File: config.mk
export PLATFORM = sky130hd
export DESIGN_NAME = gpio_stream_tx
export DESIGN_NICKNAME = d
export VERILOG_FILES = /design/src/rtl/gpio_stream_pkg.sv /design/src/rtl/stream_sync_fifo.sv /design/src/rtl/gpio_stream_tx.sv
export SDC_FILE = /design/constraint.sdc
export NUM_CORES = 1
export LEC_CHECK = 0
export ABC_AREA = 1
export BUFFER_PORTS_ARGS = -buffer_cell sky130_fd_sc_hd__buf_4
export CORE_MARGIN = 1
export CORE_UTILIZATION = 44
export DETAILED_ROUTE_END_ITERATION = 6
export MAX_ROUTING_LAYER = met4
export SYNTH_ARGS = -nofsm -noshare
export SYNTH_HDL_FRONTEND = slang
export SYNTH_SLANG_ARGS = --single-unit
File: constraint.sdc
create_clock -name clock -period 2.6 [get_ports clock]
set_input_delay 0.52 -clock clock [delete_from_list [all_inputs] [get_ports clock]]
set_output_delay 0.52 -clock clock [all_outputs]
set_load 0.02 [all_outputs]
File: src/rtl/gpio_stream_pkg.sv
// gpio_stream_pkg: shared constants and types for the spectrometer pad-side stream.
//   - mprj_io pin indices of the off-chip stream interface
//   - default frame length used for auto-last insertion
//   - stream_beat_t: one stream beat {last, data}
package gpio_stream_pkg;

    // mprj_io pin mapping of the off-chip stream
    localparam int unsigned OUT_DATA_LSB = 8;
    localparam int unsigned OUT_LAST     = 24;
    localparam int unsigned OUT_VALID    = 25;
    localparam int unsigned OUT_READY    = 26;

    localparam int unsigned STREAM_DATA_W     = 16;
    localparam int unsigned DEFAULT_FRAME_LEN = 1536;

    typedef struct packed {
        logic                     last;
        logic [STREAM_DATA_W-1:0] data;
    } stream_beat_t;

endpackage

File: src/rtl/stream_sync_fifo.sv
// stream_sync_fifo: synchronous FIFO of DEPTH entries with registered full/empty.
//   clock, resetb : clock, asynchronous active-low reset
//   push, wdata   : write request and data (ignored while full)
//   pop, rdata    : read request (ignored while empty) and head-of-queue data
//   full, empty   : registered status flags
//   level         : current occupancy (0..DEPTH)
module stream_sync_fifo #(
    parameter int unsigned W     = 17,
    parameter int unsigned DEPTH = 4
) (
    input  logic                     clock,
    input  logic                     resetb,
    input  logic                     push,
    input  logic [W-1:0]             wdata,
    input  logic                     pop,
    output logic [W-1:0]             rdata,
    output logic                     full,
    output logic                     empty,
    output logic [$clog2(DEPTH):0]   level
);

    localparam int unsigned AW = $clog2(DEPTH);

    logic [W-1:0] mem [DEPTH];
    logic [AW:0]  wptr;
    logic [AW:0]  rptr;
    logic [AW:0]  wptr_next;
    logic [AW:0]  rptr_next;
    logic         do_push;
    logic         do_pop;

    assign do_push = push & ~full;
    assign do_pop  = pop & ~empty;

    // Pointers carry one extra wrap bit so full and empty are distinguishable
    always_comb begin
        wptr_next = wptr + (AW+1)'(do_push);
        rptr_next = rptr + (AW+1)'(do_pop);
    end

    // Storage array, no reset needed
    always_ff @(posedge clock) begin
        if (do_push) begin
            mem[wptr[AW-1:0]] <= wdata;
        end
    end

    // Pointers and flags computed from next pointers so the flags stay registered
    always_ff @(posedge clock or negedge resetb) begin
        if (!resetb) begin
            wptr  <= '0;
            rptr  <= '0;
            full  <= 1'b0;
            empty <= 1'b1;
        end else begin
            wptr  <= wptr_next;
            rptr  <= rptr_next;
            full  <= (wptr_next[AW] != rptr_next[AW]) &&
                     (wptr_next[AW-1:0] == rptr_next[AW-1:0]);
            empty <= (wptr_next == rptr_next);
        end
    end

    assign rdata = mem[rptr[AW-1:0]];
    assign level = wptr - rptr;

endmodule

File: src/rtl/gpio_stream_tx.sv
// gpio_stream_tx: pad-side transmitter of the 16-bit spectrometer output stream.
// Buffers an internal ready/valid stream in a small FIFO, drives a registered
// pad stage (valid/last/data), generates pad output enables and forces
// pad_last every FRAME_LEN beats so the collector always sees a frame end.
//   clock, resetb      : clock, asynchronous active-low reset
//   enable             : when low no new pad beat is launched
//   s_valid/s_ready/s_data/s_last : internal input stream
//   pad_ready          : out_ready from the pad (used combinationally)
//   pad_valid/pad_last/pad_data   : registered pad stream
//   pad_oeb            : pad output enables (0 drives), all 1s in reset
//   beat_cnt           : beats transferred in the current frame
//   fifo_level         : FIFO occupancy
// Optional: define GPIO_STREAM_TX_BITREV_EN to bit-reverse pad_data.
module gpio_stream_tx
    import gpio_stream_pkg::*;
#(
    parameter int unsigned DATA_W    = 16,
    parameter int unsigned DEPTH     = 4,
    parameter int unsigned FRAME_LEN = DEFAULT_FRAME_LEN,
    parameter int unsigned CNT_W     = 11
) (
    input  logic                     clock,
    input  logic                     resetb,
    input  logic                     enable,
    input  logic                     s_valid,
    output logic                     s_ready,
    input  logic [DATA_W-1:0]        s_data,
    input  logic                     s_last,
    input  logic                     pad_ready,
    output logic                     pad_valid,
    output logic                     pad_last,
    output logic [DATA_W-1:0]        pad_data,
    output logic [DATA_W+1:0]        pad_oeb,
    output logic [CNT_W-1:0]         beat_cnt,
    output logic [$clog2(DEPTH):0]   fifo_level
);

    localparam int unsigned BEAT_W = DATA_W + 1;

    logic              active;
    logic              full;
    logic              empty;
    logic              push;
    logic              pop;
    logic              xfer;
    logic [BEAT_W-1:0] rd_beat;
    logic [DATA_W-1:0] head_data;
    logic              head_last;
    logic [DATA_W-1:0] pad_map;
    logic [CNT_W-1:0]  cnt_next;

    // active marks the first edge after reset release; gates input and pad drive
    assign s_ready = active & ~full;
    assign push    = s_valid & s_ready;
    assign xfer    = pad_valid & pad_ready;
    assign pop     = (~pad_valid | xfer) & ~empty & enable;

    assign {head_last, head_data} = rd_beat;

    stream_sync_fifo #(
        .W     (BEAT_W),
        .DEPTH (DEPTH)
    ) u_fifo (
        .clock  (clock),
        .resetb (resetb),
        .push   (push),
        .wdata  ({s_last, s_data}),
        .pop    (pop),
        .rdata  (rd_beat),
        .full   (full),
        .empty  (empty),
        .level  (fifo_level)
    );

    // Beat count after this edge's transfer; a transferred last closes the frame
    always_comb begin
        cnt_next = beat_cnt;
        if (xfer) begin
            cnt_next = pad_last ? '0 : beat_cnt + CNT_W'(1);
        end
    end

    // Pad data mapping
    always_comb begin
        pad_map = '0;
`ifdef GPIO_STREAM_TX_BITREV_EN
        for (int unsigned i = 0; i < DATA_W; i++) begin
            pad_map[i] = head_data[DATA_W-1-i];
        end
`else
        pad_map = head_data;
`endif
    end

    // Pad output stage and frame counter
    always_ff @(posedge clock or negedge resetb) begin
        if (!resetb) begin
            active    <= 1'b0;
            pad_oeb   <= '1;
            pad_valid <= 1'b0;
            pad_last  <= 1'b0;
            pad_data  <= '0;
            beat_cnt  <= '0;
        end else begin
            active   <= 1'b1;
            pad_oeb  <= '0;
            beat_cnt <= cnt_next;
            if (pop) begin
                pad_valid <= 1'b1;
                pad_last  <= head_last | (cnt_next == CNT_W'(FRAME_LEN - 1));
                pad_data  <= pad_map;
            end else if (xfer) begin
                pad_valid <= 1'b0;
            end
        end
    end

endmodule

After elaboration in Yosys (flattened, before gate mapping)
Memories as Yosys holds them, arrays and structs flattened.
Cells that the tools add are included.
{"block": "op_classes", "n_addsub": 4, "multipliers": 0, "n_div": 0, "order_cmp": 0, "n_eq_ne": 4, "shifts": 0, "muxes": 6, "bitwise_logic": 12, "n_reduce_logical": 2}
{"cell": "$mux W11", "n": 2}
{"cell": "$add A11 B1 Y11 const B", "n": 1}
{"cell": "$eq A11 B11 Y1 const B", "n": 1}
{"cell": "$and A1 B1 Y1", "n": 7}
{"cell": "$add A3 B1 Y3", "n": 2}
{"cell": "$mux W1", "n": 4}
{"cell": "$eq A3 B3 Y1", "n": 1}
{"cell": "$not A1 Y1", "n": 3}
{"cell": "$sub A3 B3 Y3", "n": 1}
{"cell": "$eq A2 B2 Y1", "n": 1}
{"cell": "$or A1 B1 Y1", "n": 2}
{"cell": "$reduce_bool A2 Y1", "n": 1}
{"cell": "$logic_and A1 B1 Y1", "n": 1}
{"cell": "$ne A1 B1 Y1", "n": 1}
{"block": "totals", "register_bits": 56, "latchBits": 0, "ram_bits": 68, "rom_bits": 0, "in_bits": 22, "out_inout_bits": 51, "elab_cells": 39, "mem_count": 1}
{"memory": "u_fifo.mem", "words": 4, "word_bits": 17, "read_ports": 1, "rd_ports_with_merged_regs": 0, "wr": 1, "line_no": "stream_sync_fifo.sv:24", "rtl": "logic [W-1:0] mem [DEPTH];"}

Longest topological paths before layout
{"block": "logic_depth", "word_depth": 8, "depth_mapped": 11, "depth_no_buf": 11}

Cells and area by module
Synthesis repeated with hierarchy kept, for this count alone.
{"block": "hier_totals", "cells_unflattened": 462, "area_unflattened_um2": 4720.8}
{"module": "stream_sync_fifo", "n_inst": 1, "cells_per_inst": 257, "area_each_um2": 3138.0, "seq_area_each_um2": 2243.4}
{"module": "gpio_stream_tx", "n_inst": 1, "cells_per_inst": 205, "area_each_um2": 1582.8, "seq_area_each_um2": 777.0}

Worst setup path after synthesis
OpenSTA, ideal clock, no wires.
{"block": "synth_timing", "kind": "flip-flop to flip-flop", "from": "register u_fifo.full", "to": "memory u_fifo.mem[2][0] (enable)", "setup_ps": 413, "arrival_ps": 2090, "required_time_ps": 2187, "slack_ps": 97, "stages_incl_launch_ff": 4, "n_path_buf": 0, "synth_period_minus_slack_ps": 2503, "cell_sequence": "dfrtp_1 > nor2_1 > nand2_1 > nor3_1"}
{"block": "synth_between", "elab_chain_cells": 6}
{"item": "from (decl)", "line_no": "stream_sync_fifo.sv:17", "rtl": "output logic full,"}
{"item": "from (signal assigned)", "line_no": "stream_sync_fifo.sv:58", "rtl": "full <= (wptr_next[AW] != rptr_next[AW]) &&"}
{"item": "$not A1 Y1", "line_no": "gpio_stream_tx.sv:53", "rtl": "assign s_ready = active & ~full;"}
{"item": "$and A1 B1 Y1", "line_no": "gpio_stream_tx.sv:53"}
{"item": "named net s_ready", "line_no": "gpio_stream_tx.sv:26", "rtl": "output logic s_ready,"}
{"item": "$and A1 B1 Y1", "line_no": "gpio_stream_tx.sv:54", "rtl": "assign push = s_valid & s_ready;"}
{"item": "$and A1 B1 Y1", "line_no": "stream_sync_fifo.sv:32", "rtl": "assign do_push = push & ~full;"}
{"item": "$mux W1", "line_no": "stream_sync_fifo.sv:43", "rtl": "if (do_push) begin"}
{"item": "$mux W1 (implied by the code)", "line_no": "stream_sync_fifo.sv:44", "rtl": "mem[wptr[AW-1:0]] <= wdata;"}
{"item": "to (decl)", "line_no": "stream_sync_fifo.sv:24"}
The timed path passes the listed nets, and every way through them passes these cells.

Worst setup path in the final report
{"block": "layout_timing", "from": "register u_fifo.wptr[0]", "to": "output port fifo_level[2]"}
{"block": "layout_between", "elab_chain_cells": 1}
{"item": "from (decl)", "line_no": "stream_sync_fifo.sv:25", "rtl": "logic [AW:0] wptr;"}
{"item": "from (signal assigned)", "line_no": "stream_sync_fifo.sv:56", "rtl": "wptr <= wptr_next;"}
{"item": "$sub A3 B3 Y3", "line_no": "stream_sync_fifo.sv:65", "rtl": "assign level = wptr - rptr;"}
{"item": "to (decl)", "line_no": "gpio_stream_tx.sv:35", "rtl": "output logic [$clog2(DEPTH):0] fifo_level"}
No other way between the ends.

==> results.json <==
{
  "status": "complete, no violations",
  "grt_pass1_vias": 2638,
  "report.final.slew_viol_count": 0,
  "coreArea_um2": 9860,
  "multi_input_area_um2": 1220,
  "intPower_mw": 3.30,
  "cts_resized": 0,
  "gp_congestion": 0.783,
  "num_antenna_cells": 0,
  "syn-num-nets": 435,
  "total_power_mw": 5.32,
  "synth-main-ff-cell": "edfxtp_1",
  "layout.nets": 497,
  "dp_hpwl_mm": 5.34,
  "pin_count": 73,
  "crit_path_end_kind": "primary output",
  "grt.overflow.total": 0,
  "async_reset_ff_share_pct": 36.4,
  "rr_endpoint": "pad_data[3]",
  "post-route-period-util_pct": 89.6,
  "cts_tree": "built",
  "clockPowerShare_pct": 17.0,
  "clock_path_buffers": 2,
  "cts.reportedPaths.clkPinSlew_ns": 0.10,
  "ys_seq_elements": 107,
  "p_sw_mw": 2.02,
  "syn-mean-instance-area_um2": 11.2,
  "max_cap_viol_count": 0,
  "h-tree-depth": 3,
  "fill_cells": 871,
  "r2r.worst_path.cells": 5,
  "seq_area_frac_synth_pct": 66.7,
  "comb_power_share_pct": 38.6,
  "tns_ns": 0,
  "post-synth-top-area-cell": "edfxtp_1",
  "yosysWarnings": 0,
  "period_needed_ns": 2.33,
  "critPathLaunchType": "register",
  "antenna_left": 0,
  "crit_chain": "inv_1 > ha_1 > fa_1 > xnor2_1 > buf_4",
  "switching_share_pct": 37.9,
  "die_y_um": 103,
  "first_pass_iters": 4,
  "rrSetupSlack_ns": 0.89,
  "placedCellCount": 590,
  "cp.required_ns": 2.08,
  "fmax_mhz": 429,
  "max_stage_delay_ns": 0.43,
  "wire_per_inst_um": 13.8,
  "cts.sinks": 107,
  "drc": 0,
  "grtUsageTotal_pct": 17.1,
  "start_util_pct": 45.9,
  "io_buffers": 72,
  "netlist_area_um2": 4530,
  "tightest_slew_ns": 0.531,
  "worst_ep_arrival_time_ns": 1.81,
  "post_cts_buffers": 0,
  "p_per_area_nw_per_um2": 1000,
  "postCtsHoldBufs": 0,
  "design_area_um2": 5320,
  "place_area_um2": 5140,
  "num_vias": 2906,
  "layout-drive-gt1-share_pct": 25.6,
  "row_count": 36,
  "grt_pass1_wl_mm": 12.9,
  "synth_edf_count": 68,
  "maxSlewHeadroom_pct": 64.6,
  "hold_path_class": "in2async",
  "reg2reg_from": "u_fifo.rptr[0]",
  "cp_max_fo": 4,
  "final_cells": 606,
  "wl_mm": 8.36,
  "setup_viol": 0,
  "clock_latency_ns": 0.35,
  "ir_drop_mv": 0.408,
  "grt_max_degree": 40,
  "cts_made_buffers": 9,
  "critPathSlowestCell": "dfrtp_1",
  "area_growth_pct": 17.4,
  "power_leakage_nw": 2.18,
  "root_buffer": "clkbuf_8",
  "seqCellArea_um2": 3020,
  "hold_violations": 0,
  "final.setup_skew_ns": 0.0120,
  "die_w_um": 103,
  "synth_area_leaders": "edfxtp_1 45%, dfrtp_1 20%, nor2_1 8.3%, o21ai_0 4.0%, buf_4 2.8%",
  "synth_top_area_share_pct": 45.1,
  "postLayoutCoreUtil_pct": 53.9,
  "drtIter0Drc": 89,
  "die_area_um2": 10700,
  "ys_types": 33,
  "antenna_found_initial": 0,
  "pwr-share-seq_pct": 44.4,
  "rsz0062_at_grt": "no",
  "critical_path_class": "reg2out",
  "netlist_instances": 406,
  "viasPerCell": 4.80
}
==> how the worst max path moves through the flow <==
stage / from / slack, ns / to
6_report: u_fifo.wptr[0] / 0.27 / fifo_level[2]
5_1_grt: u_fifo.wptr[0] / 0.17 / fifo_level[2]
4_1_cts: u_fifo.wptr[0] / 0.26 / fifo_level[2]
3_5_place_dp: u_fifo.wptr[0] / 0.67 / fifo_level[2]
3_3_place_gp: u_fifo.wptr[0] / 0.71 / fifo_level[2]
2_1_floorplan: u_fifo.full / 0.1 / u_fifo.mem[2][0]
==> area by class of cell <==
type | instances | area share, %
clock buffer | 9 | 2.33
clock inverter | 7 | 0.918
inverter | 34 | 2.40
multi-input combinational | 235 | 23.0
sequential | 107 | 56.8
tap | 133 | 3.13
timing repair buffer | 81 | 11.4
==> Yosys cell counts (2+ instances only) <==
cell      number
a31oi_1       16
dfstp_2        2
xnor2_1        4
nand3_2        3
edfxtp_1      68
conb_1         2
o21ai_1        2
clkbuf_1       5
nor3_1         4
o21ai_0       36
nand3_1        9
inv_2          3
dfrtp_1       37
nand4_1        2
buf_4         17
nor2_4         3
inv_1         30
nand2_1       31
nor2_2         4
buf_2          8
ha_1           6
xor2_1         3
nor2_1       100
nand2_4        2
==> cell usage in the layout, fill, tap and decap left out, drive strengths merged <==
cell      Yosys  layout
nor2        107     107
nand2        34      34
dfstp         2       2
edfxtp       68      68
a21oi         3       3
nor3          5       5
conb          2       2
a31oi        16      16
nand3        12      12
dfrtp        37      37
fa            1       1
clkinv        1       3
o22ai         1       1
clkinvlp      0       1
buf          25      81
o21ai        38      38
xor2          3       3
inv          33      37
and2          1       1
xnor2         4       4
clkbuf        5       9
nand4         2       2
ha            6       6
==> through the flow <==
stage	worst slack (ns)	hold WS, ns
detailed placement	0.670	0.511
finish	0.271	0.135
CTS	0.259	0.145
global placement	0.706	0.515
global route	0.166	0.159
floorplan	0.0970	0.224
==> sequential cells by signal (all words and copies together), names as in the netlist <==
signal        cells
beat_cnt         11
pad_oeb           1
pad_data         16
u_fifo.empty      1
u_fifo.full       1
pad_valid         1
pad_last          1
u_fifo.rptr       3
u_fifo.wptr       3
active            1
u_fifo.mem       68
==> cells by family (layout without fill, tap and decap cells) <==
family	Yosys count	in the layout	synth area share (%)
AOI/OAI and AO/OA	58	58	7.21
xor gates and xnor gates	7	7	1.35
adders and majority gates	7	7	2.10
buffers and inverters	64	131	6.94
DFF	107	107	66.7
other	2	2	0.166
and+or+nand+nor	161	161	15.5
==> layer usage <==
layer / part of all wire (%) / vias up / global-route usage (%)
met3: 3.8 / 2 / 3.02
met1: 45 / 1383 / 21.0
li1: - / 1460 / -
met4: 0.42 / 0 / 5.85
met5: 0 / - / -
met2: 51 / 61 / 28.7
==> worst max-delay path, delay by kind of cell, from the launching register on <==
| kind | cells | cell delay [ns] |
|---|---|---|
| xor+xnor | 1 | 0.18 |
| buf+inv | 2 | 0.28 |
| fa+ha+maj | 2 | 0.58 |
| flops | 1 | 0.43 |
==> power by group through the flow <==
stage / sequential [mW] / clock (mW) / combinational (mW)
3_3_place_gp: 2.40 / 0 / 2.06
5_1_grt: 2.40 / 0.993 / 2.30
2_1_floorplan: 2.55 / 0 / 1.17
3_5_place_dp: 2.40 / 0 / 2.09
6_report: 2.36 / 0.905 / 2.05
4_1_cts: 2.37 / 0.934 / 2.09
Power figures use the tool's default switching activity.
